**src/rtl/cpu_types_pkg.sv**
```systemverilog
// Shared CPU pipeline types: hazard-unit control, opcode constants, latch FSM.
// Types only; adds no logic or latency.
package cpu_types_pkg;

   typedef enum logic [1:0] {
      PIPE_ENABLE = 2'd0,
      PIPE_STALL  = 2'd1,
      PIPE_FLUSH  = 2'd2
   } pipe_state_t;

   typedef enum logic [1:0] {
      EMPTY = 2'd0,
      LIVE  = 2'd1,
      HELD  = 2'd2
   } pipe_fsm_t;

   typedef logic [31:0] word_t;
   typedef logic [4:0]  regbits_t;
   typedef logic [5:0]  opcode_t;
   typedef logic [5:0]  funct_t;

   localparam opcode_t RTYPE = 6'h00;
   localparam opcode_t JAL   = 6'h03;
   localparam opcode_t LW    = 6'h23;
   localparam funct_t  JR    = 6'h08;

   localparam regbits_t RA_REG = 5'd31;

endpackage

```
**src/rtl/pipe_fields_decode.sv**
```systemverilog
// Register-field decode of a latched instruction for hazard detection.
// Purely combinational (0 cycles); no flow control.
module pipe_fields_decode
   import cpu_types_pkg::*;
(
   input  word_t    instr,
   input  logic     valid,
   output regbits_t rs,
   output regbits_t rt,
   output regbits_t wsel,
   output logic     regwr
);

   opcode_t opcode;
   funct_t  funct;
   logic    writes;

   assign opcode = instr[31:26];
   assign funct  = instr[5:0];
   assign rs     = instr[25:21];
   assign rt     = instr[20:16];

   always_comb begin
      wsel = instr[20:16];
      if (opcode == RTYPE)
         wsel = instr[15:11];
      else if (opcode == JAL)
         wsel = RA_REG;
   end

   always_comb begin
      writes = 1'b0;
      if (opcode == RTYPE && funct != JR)
         writes = 1'b1;
      else if (opcode >= 6'h08 && opcode <= 6'h0F)
         writes = 1'b1;
      else if (opcode == LW || opcode == JAL)
         writes = 1'b1;
   end

   // $zero never creates a dependence, so a write to it is reported as no write
   assign regwr = valid & writes & (wsel != 5'd0);

endmodule

```
**src/rtl/pipe_latch.sv**
```systemverilog
// Stage-boundary pipeline register: 1-cycle latch on ENABLE, hold on STALL, bubble on FLUSH.
// Optional PIPE_LATCH_PERF_EN adds stall/flush performance counters.
module pipe_latch
   import cpu_types_pkg::*;
#(
   parameter int WIDTH       = 64,
   parameter int STALL_LIMIT = 16
)(
   input  logic             CLK,
   input  logic             nRST,
   input  logic [1:0]       state,
   input  logic [31:0]      din_instr,
   input  logic [WIDTH-1:0] din_data,
   input  logic             din_valid,
   output logic [31:0]      dout_instr,
   output logic [WIDTH-1:0] dout_data,
   output logic             dout_valid,
   output logic [4:0]       rs,
   output logic [4:0]       rt,
   output logic [4:0]       wsel,
   output logic             regwr,
   output logic [7:0]       stall_cnt,
   output logic             stall_timeout,
   output logic             state_err,
   output logic [31:0]      perf_stalls,
   output logic [31:0]      perf_flushes
);

   localparam logic [7:0] LIMIT = 8'(STALL_LIMIT);

   pipe_fsm_t fsm;
   logic      is_enable;
   logic      is_flush;
   logic      is_hold;

   assign is_enable = (state == PIPE_ENABLE);
   assign is_flush  = (state == PIPE_FLUSH);
   // the undefined encoding 2'b11 is treated like a stall
   assign is_hold   = !is_enable && !is_flush;

   assign dout_valid    = (fsm != EMPTY);
   assign stall_timeout = (stall_cnt >= LIMIT);

   always_ff @(posedge CLK) begin
      if (!nRST) begin
         fsm        <= EMPTY;
         dout_instr <= '0;
         dout_data  <= '0;
         stall_cnt  <= '0;
         state_err  <= 1'b0;
      end else begin
         if (state == 2'b11)
            state_err <= 1'b1;
         if (is_flush) begin
            fsm        <= EMPTY;
            dout_instr <= '0;
            dout_data  <= '0;
            stall_cnt  <= '0;
         end else if (is_hold) begin
            if (fsm != EMPTY) begin
               fsm <= HELD;
               if (stall_cnt != 8'hFF)
                  stall_cnt <= stall_cnt + 8'd1;
            end else begin
               stall_cnt <= '0;
            end
         end else begin
            fsm        <= din_valid ? LIVE : EMPTY;
            dout_instr <= din_instr;
            dout_data  <= din_data;
            stall_cnt  <= '0;
         end
      end
   end

`ifdef PIPE_LATCH_PERF_EN
   always_ff @(posedge CLK) begin
      if (!nRST) begin
         perf_stalls  <= '0;
         perf_flushes <= '0;
      end else begin
         if (is_hold && dout_valid)
            perf_stalls <= perf_stalls + 32'd1;
         if (is_flush)
            perf_flushes <= perf_flushes + 32'd1;
      end
   end
`else
   assign perf_stalls  = '0;
   assign perf_flushes = '0;
`endif

   pipe_fields_decode u_decode (
      .instr (dout_instr),
      .valid (dout_valid),
      .rs    (rs),
      .rt    (rt),
      .wsel  (wsel),
      .regwr (regwr)
   );

endmodule

```
**config.mk**
```make
export PLATFORM = sky130hd
export DESIGN_NAME = pipe_latch
export DESIGN_NICKNAME = d
export VERILOG_FILES = /design/src/rtl/cpu_types_pkg.sv /design/src/rtl/pipe_fields_decode.sv /design/src/rtl/pipe_latch.sv
export SDC_FILE = /design/constraint.sdc
export NUM_CORES = 1
export LEC_CHECK = 0
export BUFFER_PORTS_ARGS = -buffer_cell sky130_fd_sc_hd__buf_2
export CAP_MARGIN = 25
export CORE_MARGIN = 8
export CORE_UTILIZATION = 39
export DETAILED_ROUTE_END_ITERATION = 8
export GPL_ROUTABILITY_DRIVEN = 0
export PLACE_DENSITY = 0.77
export SETUP_SLACK_MARGIN = 0.4
export SYNTH_ARGS = -nofsm -noshare
export SYNTH_HDL_FRONTEND = slang
export SYNTH_HIERARCHICAL = 1
export SYNTH_SLANG_ARGS = --single-unit
export TNS_END_PERCENT = 10
```
**constraint.sdc**
```tcl
create_clock -name CLK -period 1.9 [get_ports CLK]
set_input_delay 0.285 -clock CLK [delete_from_list [all_inputs] [get_ports CLK]]
set_output_delay 0.285 -clock CLK [all_outputs]
set_load 0.05 [all_outputs]
```
# [After elaboration in Yosys (flattened, before gate mapping)]
# Index checks and enable logic that the tools add are counted.
[word_totals] reg_bits=107 input_bits=101 wordCells=41
[op_classes] addsub=1 order_cmp=3 eq_ne=7 n_mux=8 bitwise=5 n_reduce_logical=12
[ops] cell="$mux 5" count=2
[ops] cell="$add 8x1->8 const B" count=1
[ops] cell="$ge 8x5->1 const B" count=1
[ops] cell="$ne 8x8->1 const B" count=1
[ops] cell="$eq 6x2->1 const B" count=1
[ops] cell="$eq 6x6->1 const B" count=1
[ops] cell="$ge 6x4->1 const B" count=1
[ops] cell="$le 6x4->1 const B" count=1
[ops] cell="$logic_not 6->1" count=1
[ops] cell="$ne 6x4->1 const B" count=1
[ops] cell="$reduce_bool 5->1" count=1
[ops] cell="$eq 2x2->1 const B" count=2
[ops] cell="$mux 1" count=4
[ops] cell="$mux 2" count=2
[ops] cell="$reduce_or 4->1" count=1
[ops] cell="$logic_and 1x1->1" count=3
[ops] cell="$not 1->1" count=3
[ops] cell="$and 1x1->1" count=2
[ops] cell="$logic_not 1->1" count=2
[ops] cell="$logic_not 2->1" count=1
[ops] cell="$ne 2x1->1 const B" count=1
[ops] cell="$reduce_bool 2->1" count=1
[ops] cell="$reduce_or 2->1" count=1
[ops] cell="$logic_or 1x1->1" count=1

# [Logic depth before layout (Yosys ltp)]
[depth] ltp_word=7 mapped_depth=5 depth_no_buf=5

# [Hierarchy]
# Netlist, hierarchy kept.
[by_module_without_submodules] mod="pipe_latch" instances=1 cells_per_inst=437 area_per_inst_um2=4445.5 seq_area_each_um2=2142.1
[by_module_without_submodules] mod="pipe_fields_decode" instances=1 cells_per_inst=34 area_per_inst_um2=244.0 seq_area_each_um2=0.0

# [Worst setup path before layout]
# OpenSTA, ideal clock, no wires.
[synth_path] path_type="reg-to-output" startpoint="register dout_instr[28]" endpoint="output port regwr" arrival_ns=2.444 required_ns=1.615 path_slack_ns=-0.829 path_stages_with_launch=5 path_buffers=0 cell_sequence="dfxtp_1 -> or4_4 -> or2_4 -> o22a_1 -> o41a_1"
[synth_between] elab_cells_between_ends=16
[synth_lines] item="from (decl)" line="pipe_latch.sv:15" source="output logic [31:0] dout_instr,"
[synth_lines] item="from (signal assigned)" line="pipe_latch.sv:69" source="dout_instr <= din_instr;"
[synth_lines] item="$eq 6x2->1" line="pipe_fields_decode.sv:27" source="else if (opcode == JAL)"
[synth_lines] item="$mux 5" line="pipe_fields_decode.sv:27"
[synth_lines] item="$mux 5 *" line="pipe_fields_decode.sv:25" source="if (opcode == RTYPE)"
[synth_lines] item="via wsel[2]" line="pipe_latch.sv:20" source="output logic [4:0] wsel,"
[synth_lines] item="$reduce_bool 5->1 *" line="pipe_fields_decode.sv:42" source="assign regwr = valid & writes & (wsel != 5'd0);"
[synth_lines] item="$and 1x1->1 *" line="pipe_fields_decode.sv:42"
[synth_lines] item="to (decl)" line="pipe_latch.sv:21" source="output logic regwr,"
# The timed path passes the listed nets; every way through them passes the cells marked *.

# [Final worst setup path]
[layout_path] startpoint="register dout_instr[28]" endpoint="output port regwr"
[layout_between] elab_chain_cells=7 elab_cells_between_ends=16
[layout_rtl] item="parallel branches: the longest is 6 deep, another holds $ge 6x4->1"
[layout_rtl] item="$and 1x1->1 *" line="pipe_fields_decode.sv:42"
# Mark *: on every way between the ends.

==> metrics.md <==
| Metric | Value |
|---|---|
| Clock insertion delay at the later pin of the skew report | 340 ps |
| Synth Area in Compound Gates | 3.58% |
| Post-route ant nets | 0 |
| Number of antenna diodes | 0 |
| Synthesized-area fraction occupied by adder cells | 0.534% |
| Number of H-tree levels | 3 |
| Number of clock buffers inserted by TritonCTS | 9 |
| Number of instances in the synthesized netlist | 471 |
| Root Buffer Master | sky130_fd_sc_hd__clkbuf_16 |
| Clock share of power | 34.8% |
| Crit path DAT | 2330 ps |
| Number of warnings issued by yosys | 6 |
| Switching power | 1910 uW |
| Cell-internal power | 4000 uW |
| Vias | 3,775 |
| Post-detailed-routing wire length | 12,400 microns |
| Total GRT Usage | 15.0% |
| Standard-cell rows | 40 |
| Vias in the first global route | 3,817 |
| Proportion of power drawn by flip-flops and latches | 40.6% |
| Pin count of the biggest net entering global routing | 97 |
| Fraction of layout cells with a size suffix above 1 | 39.8% |
| Min-Delay Path Class | input pin to flop |
| Setup Skew | 11.8 ps |
| Post-Route Utilization | 51.4% |
| Deepest clock path buffer count | 2 |
| Number of sinks on the clock net | 107 |
| Fraction of power spent switching nets | 32.3% |
| Worst setup path class | flop to output pin |
| Proportion of synthesized area in mux cells | 20.5% |
| Area of the core region | 11,900 sq um |
| Max FO, Critical Path | 4 |
| DRC violation count after routing | 0 |
| Remaining Overflow, GRT | 0 |
| Grt met1 use | 15.1% |
| Initial drt markers | 149 |
| Post-Synth Simple-Gate Area | 13.2% |
| Total setup violations reported at the end of the flow | 6 |
| Input/output buffers | 223 |
| Least setup slack across all paths after layout | -711 ps |
| Die width | 126 microns |
| Most frequent cells in the layout | sky130_fd_sc_hd__buf_2 (216), sky130_fd_sc_hd__dfxtp_1 (101), sky130_fd_sc_hd__nor2_1 (100) |
| Setup repair after global routing missed its margin | yes |
| Initial antenna violation count | 1 |
| Crit end category | output pin |
| Buffers inserted by post-CTS timing repair | 0 |
| Flop and latch count out of synthesis | 107 |
| Combinational family with the most area after synthesis | multiplexers |
| Maximum achievable frequency | 383 MHz |
| Clock transition time at the flip-flop clock pins of the worst setup and hold paths | 70 ps |
| Proportion of synthesized chip area in sequential cells | 45.7% |
| Number of cells in the design after placement | 823 |
| GRT Max-Usage Layer | met2 |
| Result of the run | complete, but fails checks |
| Max-slew violations | 0 |
| Starting Density | 39.5% |
| Data required time of the worst path | 1620 ps |
| Hold Vio Cnt, Final | 0 |
| Average size of a mapped cell | 9.96 sq um |
| Post-route non-filler standard cell count | 838 |
| Global-route met2 utilization | 25.5% |
| Gate power share | 24.6% |
| IR Drop Worst-Case VDD | 526 uV |
| Sum of net half-perimeters after detailed placement | 9590 microns |
| Count of boundary I/O pins | 288 |
| Maxcap violations | 0 |
| Global-route wire length before repair | 19,400 microns |
| Violations in the final reports | setup timing |
| Via density per instance | 4.50 |
| Die Ht | 126 microns |
| Pre-Repair DR Iteration Count | 5 |
| Post-Synthesis Cell Area | 4690 sq um |
| CP startpoint kind | flop |
| Wire length per cell | 14.8 microns |
| Fillcell total | 1,101 |
| Most common library cell in the layout ignoring fill and taps | sky130_fd_sc_hd__buf_2 |
| Pwr Density | 968 nW/um^2 |
| Layout overhead on the synthesized area | 30.1% |
| Post-synthesis xor/xnor area fraction | 0.187% |
| Final worst path period need | 2610 ps |
| Period utilization | 137% |
| Static Leak | 0.00328 uW |
| Fin nets | 790 |
| TritonCTS clock tree | built |
| Met3 demand-to-capacity share in global routing | 8.10% |
| Floorplan die area | 15,800 sq um |
| Count of unique library cells instantiated by Yosys | 41 |
==> state kept, by name, summed over array words and instances (netlist names) <==
signal      cells
state_err       1
fsm             2
dout_instr     32
dout_data      64
stall_cnt       8
==> area by class of cell <==
| cell class | count | area [sq um] | share of cell area [%] |
|---|---|---|---|
| inverter | 6 | 22.5 | 0.369 |
| multi-input combinational | 322 | 2070 | 33.9 |
| sequential | 107 | 2160 | 35.4 |
| clock inverter | 3 | 68.8 | 1.13 |
| timing repair buffer | 241 | 1330 | 21.8 |
| tap | 147 | 184 | 3.01 |
| clock buffer | 12 | 268 | 4.39 |
==> power groups by stage <==
stage	sequential, uW	combinational [uW]	clock, uW
final	2400	1450	2060
after global routing	2410	1530	2210
after CTS	2400	1460	2120
after detailed placement	2450	1440	0
after global placement	2450	1430	0
after floorplan	2820	848	0
==> kinds of logic after synthesis <==
| logic type | after synthesis |
|---|---|
| and+or+nand+nor | 134 |
| DFF | 107 |
| buffers and inverters | 105 |
| muxes | 96 |
| AOI/OAI and AO/OA | 25 |
| adders and majority gates | 2 |
| other | 1 |
| xor gates and xnor gates | 1 |
==> path summary, 6_finish.rpt <==
kind	startpoint	endpoint	depth (start not counted)	slack (ps)
worst min register to register	stall_cnt[4]$_SDFFE_PP0P_	stall_cnt[4]$_SDFFE_PP0P_	1	480
worst max register to register	stall_cnt[1]$_SDFFE_PP0P_	stall_cnt[5]$_SDFFE_PP0P_	4	540
worst min-delay path	state[1]	fsm[0]$_SDFFE_PP0P_	2	160
worst max-delay path	dout_instr[28]$_SDFFE_PP0N_	regwr	5	-710
==> repair_timing <==
| item | 4_1_cts | 5_1_grt |
|---|---|---|
| setup endpoints to repair | 8 | 8 |
| pin swaps | 1 | 2 |
| hold buffers | 0 | 0 |
| cloned | 0 | 0 |
| resized for setup | 18 | 2 |
==> through the flow <==
step / hold WS (ps) / setup slack (ps) / setup TNS (ps) / cell area (sq um) / total power (uW)
after floorplan: 362 / -461 / -536 / 4960 / 3660
after global placement: 470 / -404 / -559 / 5710 / 3880
after detailed placement: 478 / -407 / -582 / 5710 / 3890
after CTS: 135 / -740 / -2430 / 6090 / 5980
after global routing: 144 / -773 / -2590 / 6100 / 6150
final: 156 / -711 / -2150 / 6100 / 5910
==> cell usage after synthesis, drive strengths merged <==
master	n	area, sq um
or4	2	18.8
a21oi	9	45.0
o22a	3	26.3
and4	2	17.5
nor3b	2	15.0
nand2	1	3.75
or2	3	21.3
nor2b	1	6.26
nand4	5	31.3
conb	1	3.75
and3	3	20.0
a31oi	5	31.3
and4b	1	10.0
ha	2	25.0
and2	2	12.5
or4bb	1	11.3
nor3	6	30.0
o21ai	1	8.76
o41a	1	11.3
dfxtp	107	2140
buf	98	737
nor2	100	375
a31o	1	8.76
o21a	1	7.51
o22ai	1	6.26
nor4	1	6.26
mux2i	96	961
nand3	2	22.5
xnor2	1	8.76
nor4b	1	8.76
clkbuf	1	5.00
a211oi	3	22.5
inv	6	22.5
nand2b	1	6.26
==> layer usage <==
layer / up-vias / share of wire (%)
met5: - / 0.10
met4: 2 / 1.2
met3: 11 / 12
met2: 179 / 48
met1: 1712 / 38
li1: 1871 / -
==> critical path, cell delays in order, from the launching register on <==
cell	delay, ps
sky130_fd_sc_hd__dfxtp_4	340
sky130_fd_sc_hd__or4_4	540
sky130_fd_sc_hd__or2_4	270
sky130_fd_sc_hd__o22a_4	230
sky130_fd_sc_hd__o41a_4	460
sky130_fd_sc_hd__buf_6	160
No activity file was read; power rests on OpenSTA's default activity.
